**src/rtl/ps2_pkg.sv**
```systemverilog
// Shared definitions for the PS/2 host transmitter: FSM state encodings,
// frame length and default timing constants.
package ps2_pkg;

  typedef enum logic [3:0] {
    ST_IDLE     = 4'd0,
    ST_INHIBIT  = 4'd1,
    ST_START    = 4'd2,
    ST_DATA     = 4'd3,
    ST_PARITY   = 4'd4,
    ST_STOP     = 4'd5,
    ST_ACK      = 4'd6,
    ST_WAITIDLE = 4'd7
  } ps2_state_e;

  localparam int unsigned FRAME_FALLS            = 11;
  localparam int unsigned DEFAULT_INHIBIT_CYCLES = 2400;
  localparam int unsigned DEFAULT_TIMEOUT_CYCLES = 360000;

  function automatic logic odd_parity(input logic [7:0] b);
    return ~^b;
  endfunction

  // Width able to hold 0..max(a,b)-1.
  function automatic int unsigned cnt_width(input int unsigned a, input int unsigned b);
    int unsigned m;
    m = (a > b) ? a : b;
    return (m > 1) ? $clog2(m) : 1;
  endfunction

endpackage

```
**src/rtl/ps2_edge_sync.sv**
```systemverilog
// Two-flop synchronizers for the PS/2 clock and data lines plus a registered
// falling-edge pulse on the synchronized clock (pin-to-pulse lag of 3 cycles).
module ps2_edge_sync (
  input  logic clkk,
  input  logic reset,
  input  logic ps2_clk,
  input  logic ps2_dat,
  output logic clk_sync,
  output logic dat_sync,
  output logic fall_pulse
);

  logic clk_meta;
  logic dat_meta;
  logic clk_prev;

  always_ff @(posedge clkk) begin
    if (reset) begin
      clk_meta   <= 1'b1;
      clk_sync   <= 1'b1;
      clk_prev   <= 1'b1;
      dat_meta   <= 1'b1;
      dat_sync   <= 1'b1;
      fall_pulse <= 1'b0;
    end else begin
      clk_meta   <= ps2_clk;
      clk_sync   <= clk_meta;
      clk_prev   <= clk_sync;
      dat_meta   <= ps2_dat;
      dat_sync   <= dat_meta;
      fall_pulse <= clk_prev & ~clk_sync;
    end
  end

endmodule

```
**src/rtl/ps2_host_tx.sv**
```systemverilog
// PS/2 host-to-device command transmitter (inhibit, request-to-send, 8 data
// bits, odd parity, stop, ACK sample). Optional watchdog: PS2TX_TIMEOUT_EN.
module ps2_host_tx
  import ps2_pkg::*;
#(
  parameter int unsigned INHIBIT_CYCLES = DEFAULT_INHIBIT_CYCLES,
  parameter int unsigned TIMEOUT_CYCLES = DEFAULT_TIMEOUT_CYCLES
) (
  input  logic       clkk,
  input  logic       reset,
  input  logic       ps2_clk,
  input  logic       ps2_dat,
  output logic       ps2_clk_oe,
  output logic       ps2_dat_oe,
  input  logic       tx_req,
  input  logic [7:0] tx_data,
  output logic       tx_busy,
  output logic       tx_done,
  output logic       tx_error
);

  localparam int unsigned CNT_W = cnt_width(INHIBIT_CYCLES, TIMEOUT_CYCLES);

  ps2_state_e state, state_n;
  logic [CNT_W-1:0] cnt, cnt_n;
  logic [7:0] byte_q, byte_n;
  logic parity_q, parity_n;
  logic [2:0] idx, idx_n;
  logic dat_q, dat_n;
  logic nack_q, nack_n;
  logic done_n, error_n;
  logic clk_oe_c, dat_oe_c;

  logic clk_sync, dat_sync, fall_pulse;

  ps2_edge_sync u_sync (
    .clkk       (clkk),
    .reset      (reset),
    .ps2_clk    (ps2_clk),
    .ps2_dat    (ps2_dat),
    .clk_sync   (clk_sync),
    .dat_sync   (dat_sync),
    .fall_pulse (fall_pulse)
  );

  always_ff @(posedge clkk) begin
    if (reset) begin
      state    <= ST_IDLE;
      cnt      <= '0;
      byte_q   <= '0;
      parity_q <= 1'b0;
      idx      <= '0;
      dat_q    <= 1'b0;
      nack_q   <= 1'b0;
      tx_done  <= 1'b0;
      tx_error <= 1'b0;
    end else begin
      state    <= state_n;
      cnt      <= cnt_n;
      byte_q   <= byte_n;
      parity_q <= parity_n;
      idx      <= idx_n;
      dat_q    <= dat_n;
      nack_q   <= nack_n;
      tx_done  <= done_n;
      tx_error <= error_n;
    end
  end

  always_comb begin
    state_n  = state;
    cnt_n    = cnt;
    byte_n   = byte_q;
    parity_n = parity_q;
    idx_n    = idx;
    dat_n    = dat_q;
    nack_n   = nack_q;
    done_n   = 1'b0;
    error_n  = 1'b0;
    clk_oe_c = 1'b0;
    dat_oe_c = 1'b0;

    case (state)
      ST_IDLE: begin
        if (tx_req) begin
          byte_n   = tx_data;
          parity_n = odd_parity(tx_data);
          cnt_n    = '0;
          state_n  = ST_INHIBIT;
        end
      end
      ST_INHIBIT: begin
        clk_oe_c = 1'b1;
        if (cnt == CNT_W'(INHIBIT_CYCLES - 1)) begin
          dat_oe_c = 1'b1;
          cnt_n    = '0;
          state_n  = ST_START;
        end else begin
          cnt_n = cnt + 1'b1;
        end
      end
      ST_START: begin
        dat_oe_c = 1'b1;
        if (fall_pulse) begin
          idx_n   = '0;
          dat_n   = ~byte_q[0];
          state_n = ST_DATA;
        end
      end
      ST_DATA: begin
        dat_oe_c = dat_q;
        if (fall_pulse) begin
          if (idx == 3'd7) begin
            dat_n   = ~parity_q;
            state_n = ST_PARITY;
          end else begin
            idx_n = idx + 3'd1;
            dat_n = ~byte_q[idx_n];
          end
        end
      end
      ST_PARITY: begin
        dat_oe_c = dat_q;
        if (fall_pulse) begin
          dat_n   = 1'b0;
          state_n = ST_STOP;
        end
      end
      ST_STOP: begin
        if (fall_pulse) begin
          nack_n  = dat_sync;
          state_n = ST_ACK;
        end
      end
      ST_ACK: begin
        if (clk_sync) state_n = ST_WAITIDLE;
      end
      ST_WAITIDLE: begin
        if (clk_sync && dat_sync) begin
          done_n  = ~nack_q;
          error_n = nack_q;
          state_n = ST_IDLE;
        end
      end
      default: state_n = ST_IDLE;
    endcase

`ifdef PS2TX_TIMEOUT_EN
    // The inhibit counter is reused as the watchdog: it is cleared on START
    // entry and runs until the frame returns to IDLE.
    if (state != ST_IDLE && state != ST_INHIBIT) begin
      if (cnt == CNT_W'(TIMEOUT_CYCLES - 1)) begin
        state_n = ST_IDLE;
        done_n  = 1'b0;
        error_n = 1'b1;
      end else begin
        cnt_n = cnt + 1'b1;
      end
    end
`endif
  end

  assign ps2_clk_oe = clk_oe_c;
  assign ps2_dat_oe = dat_oe_c;
  assign tx_busy    = (state != ST_IDLE);

endmodule

```
**config.mk**
```make
export PLATFORM = sky130hd
export DESIGN_NAME = ps2_host_tx
export DESIGN_NICKNAME = d
export VERILOG_FILES = /design/src/rtl/ps2_pkg.sv /design/src/rtl/ps2_edge_sync.sv /design/src/rtl/ps2_host_tx.sv
export SDC_FILE = /design/constraint.sdc
export NUM_CORES = 1
export LEC_CHECK = 0
export ABC_AREA = 0
export CAP_MARGIN = 20
export CORE_ASPECT_RATIO = 1.1
export CORE_MARGIN = 5
export CORE_UTILIZATION = 54
export CTS_BUF_LIST = sky130_fd_sc_hd__clkbuf_4
export DETAILED_ROUTE_END_ITERATION = 7
export PLACE_DENSITY = 0.86
export SETUP_SLACK_MARGIN = 0.05
export SYNTH_ARGS = -nofsm -noshare
export SYNTH_HDL_FRONTEND = slang
export SYNTH_SLANG_ARGS = --single-unit
```
**constraint.sdc**
```tcl
create_clock -name clkk -period 1.5 [get_ports clkk]
set_input_delay 0.15 -clock clkk [delete_from_list [all_inputs] [get_ports clkk]]
set_output_delay 0.15 -clock clkk [all_outputs]
set_load 0.02 [all_outputs]
```
==> impl_metrics.toml, run 1 <==
[outcome]
status = "finished, violations left"
violations = "setup timing"

[synth]
synth_mux_area_share_pct = 3.49
synth-adder-area-share_pct = 1.75
synth.top_cell.area_share_pct = 41.0
syn_avg_cell_area_um2 = 8.33
synth_xor_area_share_pct = 6.12
yosys_register_bits = 44
yosysSeqAreaShare_pct = 41.0
synth_top_family_by_area = "simple AND/OR/NAND/NOR gates"
synth_edf_count = 0
synth.distinct_cells = 52
synth-main-ff-cell = "dfxtp_1"
synthesis.nets = 274
synth_top_area_cell = "dfxtp_1"
ys_warn_count = 0
syn_inst = 258
synthTopCellsByArea = "dfxtp_1, nand2_1, a21oi_1"
synth_compound_area_share_pct = 12.8
synthSimpleGateAreaFrac_pct = 31.6
mappedNetlistArea_mm2 = 0.00215
synth-async-reset-ratio_pct = 0

[power]
pwr-share-comb_pct = 38.3
p_clk_share_pct = 18.5
switching_share_pct = 34.8
p_int_uw = 1970
p_sw_uw = 1050
vdd_drop_max_uv = 541
leakage_uw = 0.00125
powerDensity_mw_per_mm2 = 935
p_seq_share_pct = 43.3
finalPower_uw = 3010

[sta]
setup_slack_ns = -0.378
fmax_mhz = 532
worst_pin_slew_ns = 0.437
hold_viol = 0
whs_ns = 0.337
finalClockSkew_ns = 0.0123
fin_setup_tns_ns = -4.55
period_share_pct = 125
maxSlewViolCount = 0
slew_headroom_pct = 70.9
period_minus_slack_ns = 1.88
setup_viol = 26
grt_setup_unrepaired = "true"

[flow_run]
maxCapViolCount = 0

[global_routing]
grt.busiest_layer = "met2"
grt_pass1_vias = 2286
grtUsageMet2_pct = 42.6
gr-usage-met1_pct = 26.1
grt_pass1_wl_um = 10400
track_usage_pct = 24.3
grt.overflow.total = 0
antenna_found_initial = 0
grt_use_met3_pct = 6.60
grt_max_degree = 19

[place]
place_congestion = 0.896
numPortBuffers = 17
placed_cell_area_mm2 = 0.00278
dp_hpwl_um = 4000
placedCellCount = 372

[cts]
cts_sinks = 44
path_clk_slew_ns = 0.13
cts_buffers = 5
cts-root-buf = "clkbuf_4"
clock_path_buffers = 2
cts_tree = "done"
insertion_delay_ns = 0.37
cts_hold_buf = 0
htreeDepth = 2

[routing]
drcViolationCount = 0
viasPerCell = 6.11
dr.first_iter.drc_count = 266
wl_per_cell_um = 19.2
antenna_left = 0
via_count = 2400
postRouteWirelength_um = 7550
dr.pass1.iters = 7

[die]
start_util_pct = 55.0
num_rows = 24
die_w_um = 70.1
die_area_mm2 = 0.00534
coreArea_mm2 = 0.00390
num_io_pins = 18
die_h_um = 76.2

[worst_setup_path]
critPathLaunchType = "register"
worstPathArrival_ns = 2.16
cp.required_ns = 1.79
reg2reg_slack_ns = -0.38
r2r-end = "state[1]$_SDFFE_PP0P_"
worstSetupPathType = "register to register"
ff2ff_path_depth = 8
reg2reg_from = "cnt[0]$_SDFFE_PP0P_"
end_kind = "register"
crit_fanout = 3

[hold_path]
whs_path_depth = 2
min_from = "ps2_dat"
whs_endpoint = "u_sync.dat_meta$_SDFF_PP1_"
hold_class = "primary input to register"

[final_layout]
final_common_cell = "buf_4"
final_cells = 393
syn_to_final_growth_pct = 50.0
nNetsFinal = 356
layout_common_cells = "buf_4, dfxtp_1, nand2_1"
drive_gt1_share_pct = 42.8
num_antenna_cells = 0
final_cell_area_mm2 = 0.00322
fillers = 213
==> stage by stage <==
| step | setup slack (ns) | util, % |
|---|---|---|
| 6_report | -0.378 | 82.6 |
| 5_1_grt | -0.435 | 82.6 |
| 4_1_cts | -0.330 | 77.3 |
| 3_5_place_dp | -0.423 | 71.3 |
| 3_3_place_gp | -0.379 | 71.3 |
| 2_1_floorplan | -0.0614 | - |
==> critical path, stage by stage, from the launching register on <==
cell and delay, ns:
dfxtp_2 0.37, ha_4 0.13, and4_4 0.20, and4b_4 0.25, buf_4 0.11, buf_6 0.10
a21oi_4 0.06, or3_1 0.36, a21oi_1 0.21
==> layout make-up <==
cell class,count,area (um^2),share of cell area [%]
clock buffers,5,37.5,1.16
clock inverters,3,13.8,0.427
well taps,52,65.1,2.02
flip-flops and latches,44,897,27.8
repair buffers,84,741,23.0
inverters,6,22.5,0.699
multi-input cells,199,1450,44.9
==> sequential cells by signal, indices dropped and copies added (netlist names) <==
signal and count:
byte_q 8, cnt 19, dat_q 1, idx 3, nack_q 1, parity_q 1
state 3, tx_done 1, tx_error 1, u_sync.clk_meta 1, u_sync.clk_prev 1, u_sync.clk_sync 1
u_sync.dat_meta 1, u_sync.dat_sync 1, u_sync.fall_pulse 1
==> Yosys cell counts, types with 3 or more instances <==
| cell type | instances |
|---|---|
| xor2_1 | 4 |
| o21ai_0 | 9 |
| mux2i_1 | 3 |
| or2_2 | 6 |
| nor2_1 | 27 |
| clkbuf_1 | 5 |
| nand4_1 | 5 |
| or3_1 | 6 |
| nand2b_1 | 3 |
| nor4_1 | 5 |
| dfxtp_1 | 44 |
| nand3_1 | 15 |
| nand2_1 | 38 |
| a21oi_1 | 21 |
| nor2b_1 | 4 |
| ha_1 | 3 |
| xnor2_1 | 11 |
| inv_1 | 6 |
| nor3_1 | 4 |
==> power groups by stage <==
stage | logic [uW] | clock network, uW | registers (uW)
after global routing | 1200 | 631 | 1310
after global placement | 757 | 0 | 1300
after CTS | 919 | 566 | 1290
after floorplan | 442 | 0 | 1290
after detailed placement | 781 | 0 | 1300
final | 1150 | 556 | 1300
==> layer usage <==
layer	wire, um	vias up
li1	-	1069
met1	2660	1124
met2	3880	150
met3	565	57
met4	442	0
met5	0	-
==> kinds of logic (layout without fill, tap and decap cells) <==
kind of cell / count (synthesis) / count (layout)
simple gates: 129 / 130
compound gates: 46 / 46
flops: 44 / 44
buf+inv: 16 / 98
xor+xnor: 15 / 15
mux: 5 / 5
fa+ha+maj: 3 / 3
==> repair_timing <==
action / in CTS / in global routing
gates cloned: 2 / 1
gates resized for setup: 59 / 36
pin swaps: 17 / 23
setup endpoints to repair: 37 / 37
setup buffers: 1 / 12
==> worst max-delay path by stage <==
stage | from | endpoint | slack, ns | cells past startpoint
floorplan | cnt[1]$_SDFFE_PP0P_ | state[1]$_SDFFE_PP0P_ | -0.06 | 6
global placement | cnt[1]$_SDFFE_PP0P_ | ps2_dat_oe | -0.38 | 6
finish | cnt[0]$_SDFFE_PP0P_ | state[1]$_SDFFE_PP0P_ | -0.38 | 8
CTS | cnt[0]$_SDFFE_PP0P_ | ps2_dat_oe | -0.33 | 6
global route | cnt[0]$_SDFFE_PP0P_ | state[1]$_SDFFE_PP0P_ | -0.43 | 8
detailed placement | cnt[1]$_SDFFE_PP0P_ | ps2_dat_oe | -0.42 | 6
Note: power is estimated with default switching activity, not from simulation.
==> inputs of run 2 (changes only) <==
HOLD_SLACK_MARGIN = 0.12   (was unset)
==> results of run 2 <==
Same layout as run 1: the final DEF is identical, and so are final timing and power.
==> inputs of run 3 (changes only) <==
CORE_MARGIN = 3   (was 5)
==> impl_metrics.toml, run 3 (synthesis gave the netlist of run 1 again) <==
[final_layout]
fillers = 169
final_common_cell = "buf_4"
final_cells = 385
num_antenna_cells = 0
drive_gt1_share_pct = 43.6
syn_to_final_growth_pct = 51.1
largest_reg_flops = 19
largestRegisters = "cnt x19, byte_q x8"
nNetsFinal = 350
layout_common_cells = "buf_4, dfxtp_1, nand2_1"
regMostFlops = "cnt"

[routing]
dr.pass1.iters = 7
via_count = 2491
drcViolationCount = 1
highest_layer = "met4"
postRouteWirelength_um = 8050
routed-wl-met2_um = 3760
dr.first_iter.drc_count = 288
antenna_left = 0
met1_length_um = 3050
wl_per_cell_um = 20.9
route.met3.wl_um = 709
viasPerCell = 6.47

[place]
place_congestion = 0.869
numPortBuffers = 17
placedCellCount = 368
dp_hpwl_um = 3910
place_ws_ns = -0.403

[hold_path]
hold_class = "primary input to register"

[sta]
setup_slack_ns = -0.354
finalClockSkew_ns = 0.0289
grt_setup_unrepaired = "true"
setup_viol = 27
hold_viol = 0
period_share_pct = 124
worst_pin_slew_ns = 0.553
fmax_mhz = 539
slew_headroom_pct = 63.1
period_minus_slack_ns = 1.85
whs_ns = 0.332
maxSlewViolCount = 0

[cts]
path_clk_slew_ns = 0.14
cts_tree = "done"
cts-root-buf = "clkbuf_4"
insertion_delay_ns = 0.39
htreeDepth = 2
clock_path_buffers = 2
cts_sinks = 44
cts_buffers = 5
cts_hold_buf = 0

[power]
pwr-share-comb_pct = 36.2
p_int_uw = 1940
vdd_drop_max_uv = 743
switching_share_pct = 35.3
p_seq_share_pct = 43.5
p_sw_uw = 1060
leakage_uw = 0.00123
powerDensity_mw_per_mm2 = 924
p_clk_share_pct = 20.3

[global_routing]
antenna_found_initial = 0
track_usage_pct = 29.3
grt.overflow.total = 0
grt_pass1_vias = 2294
grt_pass1_wl_um = 10700
grt_max_degree = 21

[die]
coreArea_mm2 = 0.00374
die_w_um = 66.1
num_io_pins = 18
num_rows = 23
die_area_mm2 = 0.00477
start_util_pct = 57.4
die_h_um = 72.2

[flow_run]
maxCapViolCount = 0

[worst_setup_path]
worstPathArrival_ns = 1.70
crit_fanout = 2
critPathLaunchType = "register"
cp.required_ns = 1.35
end_kind = "output pin"
worstSetupPathType = "register to output pin"

[outcome]
violations = "DRC, setup timing"
status = "finished, violations left"
-- run 3: timing repair --
action                                 CTS  global route
pin swaps                               16            17
setup buffers                            2             8
gates cloned                             1             1
endpoints found under the hold margin    0             0
gates resized for setup                 38            65
setup endpoints to repair               36            39
-- run 3: final timing paths --
kind	from	endpoint	slack (ns)	depth (start not counted)
max	cnt[1]$_SDFFE_PP0P_	ps2_dat_oe	-0.35	6
min	ps2_clk	u_sync.clk_meta$_SDFF_PP1_	0.33	2
max reg2reg	cnt[1]$_SDFFE_PP0P_	cnt[6]$_SDFFE_PP0P_	-0.31	8
min reg2reg	u_sync.dat_meta$_SDFF_PP1_	u_sync.dat_sync$_SDFF_PP1_	0.43	1
-- run 3: critical path: stages, from the launching register on --
cell,delay [ns]
dfxtp_2,0.38
ha_4,0.14
and4_4,0.21
and4b_4,0.25
nand3_2,0.09
o311ai_2,0.07
buf_4,0.18
-- run 3: per-stage QoR --
stage               power [uW]  TNS, ns  instance area (um^2)  utilization (%)
floorplan                 1730   -0.175                  2190                -
global placement          2080    -2.98                  2770             73.9
detailed placement        2100    -3.66                  2770             73.9
CTS                       2740    -2.18                  2970             79.3
global route              3090    -6.69                  3250             86.8
finish                    3000    -5.46                  3250             86.8
-- run 3: power by group through the flow --
stage                     combinational (uW)  sequential (uW)  clock, uW
after global routing                    1140             1310        648
after CTS                                868             1280        586
after detailed placement                 795             1300          0
after global placement                   779             1300          0
final                                   1090             1300        609
after floorplan                          442             1290          0
-- run 3: area by class of cell --
class	count	area [um^2]	share of cell area [%]
multi-input cells	199	1510	46.4
flip-flops and latches	44	902	27.8
repair buffers	78	696	21.4
well taps	50	62.6	1.93
clock buffers	6	45.0	1.39
inverters	6	22.5	0.694
clock inverters	2	11.3	0.347
-- run 3: layer usage --
| metal | global-route usage (%) | up-vias |
|---|---|---|
| met4 | 16.3 | 0 |
| met3 | 8.20 | 67 |
| li1 | - | 1066 |
| met5 | 0 | - |
| met2 | 47.7 | 185 |
| met1 | 34.4 | 1173 |
